[src/rtl/usb_tx_bit_engine.sv]
// usb_tx_bit_engine: USB full-speed TX serializer with SYNC, bit stuffing, NRZI and EOP sequencing.
module usb_tx_bit_engine #(
  parameter int CLKS_PER_BIT = 8
) (
  input  logic       clk,
  input  logic       n_rst,
  input  logic       tx_valid,
  input  logic [7:0] tx_data,
  input  logic       tx_last,
  output logic       tx_ready,
  output logic       d_encoded,
  output logic       eop,
  output logic       idle,
  output logic       tx_busy,
  output logic       tx_done,
  output logic       tx_error
);
  localparam int TW = $clog2(CLKS_PER_BIT);
  typedef enum logic [2:0] {IDLE, SYNC, DATA, STUFF, EOP, EOP_J} state_t;
  state_t state, state_d;
  logic [TW-1:0] timer, timer_d;
  logic [2:0] cnt, cnt_d, ones, ones_d;
  logic [7:0] sh, sh_d;
  logic last, last_d, fin, fin_d, err, err_d;
  logic line_d, ready_d, done_d, error_d, tick, emit, bit_v;
  always_comb begin
    state_d = state;
    cnt_d = cnt;
    ones_d = ones;
    sh_d = sh;
    last_d = last;
    fin_d = fin;
    err_d = err;
    line_d = d_encoded;
    done_d = 1'b0;
    error_d = 1'b0;
    emit = 1'b0;
    bit_v = 1'b1;
    tick = timer == TW'(CLKS_PER_BIT - 1);
    timer_d = (state == IDLE || tick) ? '0 : timer + 1'b1;
    // cnt indexes the current bit of the byte; it is left alone across a stuff bit
    if (state == IDLE) begin
      if (tx_valid) begin
        state_d = SYNC;
        cnt_d = 3'd0;
        ones_d = 3'd0;
        fin_d = 1'b0;
        err_d = 1'b0;
        emit = 1'b1;
        bit_v = 1'b0;
      end
    end else if (tick) begin
      if (state == EOP) begin
        state_d = cnt[0] ? EOP_J : EOP;
        cnt_d = cnt + 3'd1;
      end else if (state == EOP_J) begin
        state_d = IDLE;
        done_d = !err;
      end else if (tx_ready && !tx_valid) begin
        state_d = EOP;
        cnt_d = 3'd0;
        error_d = 1'b1;
        err_d = 1'b1;
      end else begin
        if (tx_ready) begin
          sh_d = tx_data;
          last_d = tx_last;
        end
        fin_d = fin | (state == DATA && cnt == 3'd7 && last);
        if (ones == 3'd6) begin
          state_d = STUFF;
          emit = 1'b1;
          bit_v = 1'b0;
        end else if (fin_d) begin
          state_d = EOP;
          cnt_d = 3'd0;
        end else if (state == SYNC && cnt != 3'd7) begin
          cnt_d = cnt + 3'd1;
          emit = 1'b1;
          bit_v = cnt == 3'd6;
        end else begin
          state_d = DATA;
          cnt_d = cnt + 3'd1;
          emit = 1'b1;
          bit_v = sh_d[0];
          sh_d = {1'b0, sh_d[7:1]};
        end
      end
    end
    if (emit) begin
      line_d = bit_v ? d_encoded : !d_encoded;
      ones_d = bit_v ? ones + 3'd1 : 3'd0;
    end
    if (state_d inside {IDLE, EOP, EOP_J}) line_d = 1'b1;
    ready_d = timer == TW'(CLKS_PER_BIT - 2) && cnt == 3'd7 && (state == SYNC || (state == DATA && !last));
  end
  always_ff @(posedge clk or negedge n_rst) begin
    if (!n_rst) begin
      state <= IDLE;
      timer <= '0;
      cnt <= 3'd0;
      ones <= 3'd0;
      sh <= 8'd0;
      last <= 1'b0;
      fin <= 1'b0;
      err <= 1'b0;
      d_encoded <= 1'b1;
      eop <= 1'b0;
      idle <= 1'b1;
      tx_busy <= 1'b0;
      tx_ready <= 1'b0;
      tx_done <= 1'b0;
      tx_error <= 1'b0;
    end else begin
      state <= state_d;
      timer <= timer_d;
      cnt <= cnt_d;
      ones <= ones_d;
      sh <= sh_d;
      last <= last_d;
      fin <= fin_d;
      err <= err_d;
      d_encoded <= line_d;
      eop <= state_d == EOP;
      idle <= state_d == IDLE;
      tx_busy <= state_d != IDLE;
      tx_ready <= ready_d;
      tx_done <= done_d;
      tx_error <= error_d;
    end
  end
endmodule

[config.mk]
export PLATFORM = sky130hd
export DESIGN_NAME = usb_tx_bit_engine
export DESIGN_NICKNAME = d
export VERILOG_FILES = /design/src/rtl/usb_tx_bit_engine.sv
export SDC_FILE = /design/constraint.sdc
export NUM_CORES = 1
export LEC_CHECK = 0
export ABC_AREA = 0
export CELL_PAD_IN_SITES_DETAIL_PLACEMENT = 1
export CELL_PAD_IN_SITES_GLOBAL_PLACEMENT = 2
export CORE_MARGIN = 2
export CORE_UTILIZATION = 38
export DETAILED_ROUTE_END_ITERATION = 16
export GPL_ROUTABILITY_DRIVEN = 0
export PLACE_DENSITY = 0.93
export SLEW_MARGIN = 20
export SYNTH_ARGS = -nofsm -noshare
export SYNTH_HDL_FRONTEND = slang
export SYNTH_SLANG_ARGS = --single-unit
[constraint.sdc]
create_clock -name clk -period 4.43 [get_ports clk]
set_clock_uncertainty 0.05 [all_clocks]
set_input_delay 0.6645 -clock clk [delete_from_list [all_inputs] [get_ports clk]]
set_output_delay 0.6645 -clock clk [all_outputs]
set_load 0.01 [all_outputs]
==> impl_results.md <==
- Outcome: finished, final reports clean
- Count leader, synth: dfrtp_1
- Crit path launch: tx_ready$_DFF_PN0_
- Root Driver: clkbuf_8
- Global-route wire length before repair: 7070 um
- # IOs: 19
- Met1 global-route usage: 0.238
- WP data required: approximately 3700 ps
- Warnings, synthesis: 0
- Die Wd: ~73 um
- Worst-Margin Slew: slightly above 700 ps
- Largest net degree at the start of global routing: 31
- Initial Utilization: 0.389
- DR pass1 iterations: 4
- Clock insertion delay at the later pin of the skew report: between 200 and 300 ps
- Final worst-path cycle share: 0.543
- Final hold slack: between 400 and 500 ps
- Fmax: 416 MHz
- # diodes: 0
- Critical path startpoint category: register
- DRC viols: 0
- Most area-hungry cell type in the Yosys netlist: dfrtp_1
- Post-synth net total: ~210
- GR Util met3: 0.0453
- # setup viols final: 0
- LEAKAGE: 0.931 nW
- CP Class: reg2out
- Slew HR: 0.527
- Endpoints failing hold: 0
- Critical-path top delay cell: dfrtp_1
- Peak supply drop: approximately 0.23 mV
- Top cells by area, synth: dfrtp_1 38%, ha_1 5.5%, nand2_1 5.1%, nor2_1 3.7%, mux2i_1 3.3%
- Critical path's top delay family: flip-flops
- Top cells by count, synth: 28 x dfrtp_1, 25 x nand2_1, 18 x nor2_1
- Post-Syn Area per Cell: a little under 10 sq um
- RSZ-0062 raised after global routing: no
- Area grow syn2layout: 16.4%
- Sum of negative setup slack: 0 ps
- Routed vias/inst: around 5.4
- Total GRT Usage: 0.176
- Count of cell types in the netlist: 57
- RR Startpoint: cnt[0]$_DFFE_PN0P_
- FF-to-FF End: sh[0]$_DFFE_PN0P_
- Post-DP HPWL: about 3000 um
- Max incr delay on CP: 750 ps
- Crit path capture: tx_ready
- CTS tree: built
- Average wire per standard cell: roughly 16 um
- Worst-path maximum fanout: 15
- Worst-path cell chain: clkdlybuf4s50_1
- Die area: around 5400 sq um
- Final WL: ~4100 um
- Most common flop cell mapped by yosys: dfrtp_1
- Synth Cell Area: about 1800 sq um
- Total CTS buffers: 5
- Std-Cell Rows: 25
- Global route overflow: 0
- Ys async rst share: 1.00
- Core area: approximately 4700 sq um
- Synthesized instance count: about 190
- Crit end category: primary output
- Met2 usage: 0.269
- Hold Path Class: reg2reg
- Vias in the first global route: about 1400
- Critical path arrival: about 1700 ps
- Top-area cell type share of the netlist area: 0.384
- Initial antenna violation count: 0
- Number of clock sinks: 30
- FF-to-FF setup slack: roughly 2100 ps
- Clock transition at path regs: approximately 60 ps
- Post-DRT Antenna Nets: 0
- Reg2Reg Depth: 6
- CTS resizes: 0
- Routed via count: about 1400
- EDFF count, synth: 0
- Post-cts hold buffer count: 0
- Power per cell area: between 500 and 600 nW/um^2
- Die height: approximately 73 um
- Crit. path cell count: 1
- Final #Nets: around 230
- H-tree Lvls: 2
- GR peak layer: met2
- Share of cells above drive strength 1: 0.135
- Crit path time final: approximately 2400 ps
- Seq cells post-synth: 30
- Initial DRC Count: 50
- Sequential share of the synthesized area: 0.413
- Setup Fix Bufs, Post-CTS: 0
- Buf/Inv on CP: 1
- # port buffers: 18
- Max clock buf depth: 2
- Final slew viol count: 0
- MaxCap Viol Count: 0
-- worst reg2reg max path, cell delays in order, from the launching register on --
cell and delay (ps):
dfrtp_1 430, ha_1 220, ha_1 230, nor2b_2 230
a2111oi_4 680, o21ai_0 170, a22o_1 250
-- cells by family after synthesis --
logic type / after synthesis / share of synthesized area
AOI/OAI and AO/OA: 54 / 0.237
xor gates and xnor gates: 1 / 0.00480
adders and majority gates: 8 / 0.0548
buffers and inverters: 15 / 0.0404
DFF: 30 / 0.413
muxes: 8 / 0.0452
and+or+nand+nor: 73 / 0.205
-- registers in the layout, indices dropped and copies added, names as in the netlist, 3 cells and up --
signal and cells:
timer 3, ones 3, state 3, sh 8, cnt 3
-- cell usage in the layout, fill, tap and decap left out, types with 2 or more instances in the layout --
cell type        count
o21ai_1              7
and2_1               6
a21oi_2              2
a21o_1               2
o21ai_0              7
nand3_1              4
nor2_1              18
nor3b_1              2
a21oi_1              7
nor2b_1              5
o211ai_1             2
nand2_1             25
nor3_1               4
clkbuf_8             6
ha_1                 8
inv_1                6
dfrtp_1             28
mux2i_1              6
clkdlybuf4s50_1     18
a211oi_1             3
o211ai_2             2
o21a_1               3
dfstp_2              2
-- layout make-up --
cell class / count / area [sq um]
clock buffer: 7 / 86.3
clock inverter: 1 / 5.00
fill: 550 / 2570
inverter: 7 / 26.3
multi-input combinational: 144 / 998
sequential: 30 / 753
tap: 54 / 67.6
timing repair buffer: 19 / 188
-- worst min-delay path by stage --
stage,start,endpoint,slack (ps),cells after the start
3_3_place_gp,sh[2]$_DFFE_PN0P_,sh[2]$_DFFE_PN0P_,400,2
5_1_grt,timer[0]$_DFF_PN0_,timer[0]$_DFF_PN0_,440,1
2_1_floorplan,n_rst,cnt[0]$_DFFE_PN0P_,320,0
3_5_place_dp,timer[0]$_DFF_PN0_,timer[0]$_DFF_PN0_,400,1
4_1_cts,timer[0]$_DFF_PN0_,timer[0]$_DFF_PN0_,410,1
6_report,timer[0]$_DFF_PN0_,timer[0]$_DFF_PN0_,410,1
-- report_power, final --
group	leakage, nW	total [mW]	switching [mW]	internal, mW
sequential	0.392	0.420	0.0733	0.347
combinational	0.491	0.455	0.249	0.206
clock	0.0482	0.228	0.103	0.125
-- routing by layer --
layer	vias to the layer above	routed length, um
li1	708	-
met1	684	2050
met2	20	1870
met3	6	125
met4	0	84
met5	-	0
-- through the flow --
step,util,area [sq um],power [mW],setup WS (ps),cells
finish,0.453,2120,1.10,2030,262
global route,0.453,2120,1.20,1910,262
CTS,0.453,2120,1.12,2010,262
detailed placement,0.433,2030,0.884,1990,254
global placement,0.433,2030,0.872,2040,254
floorplan,-,1830,0.766,2450,189
Power figures use the tool's default switching activity.
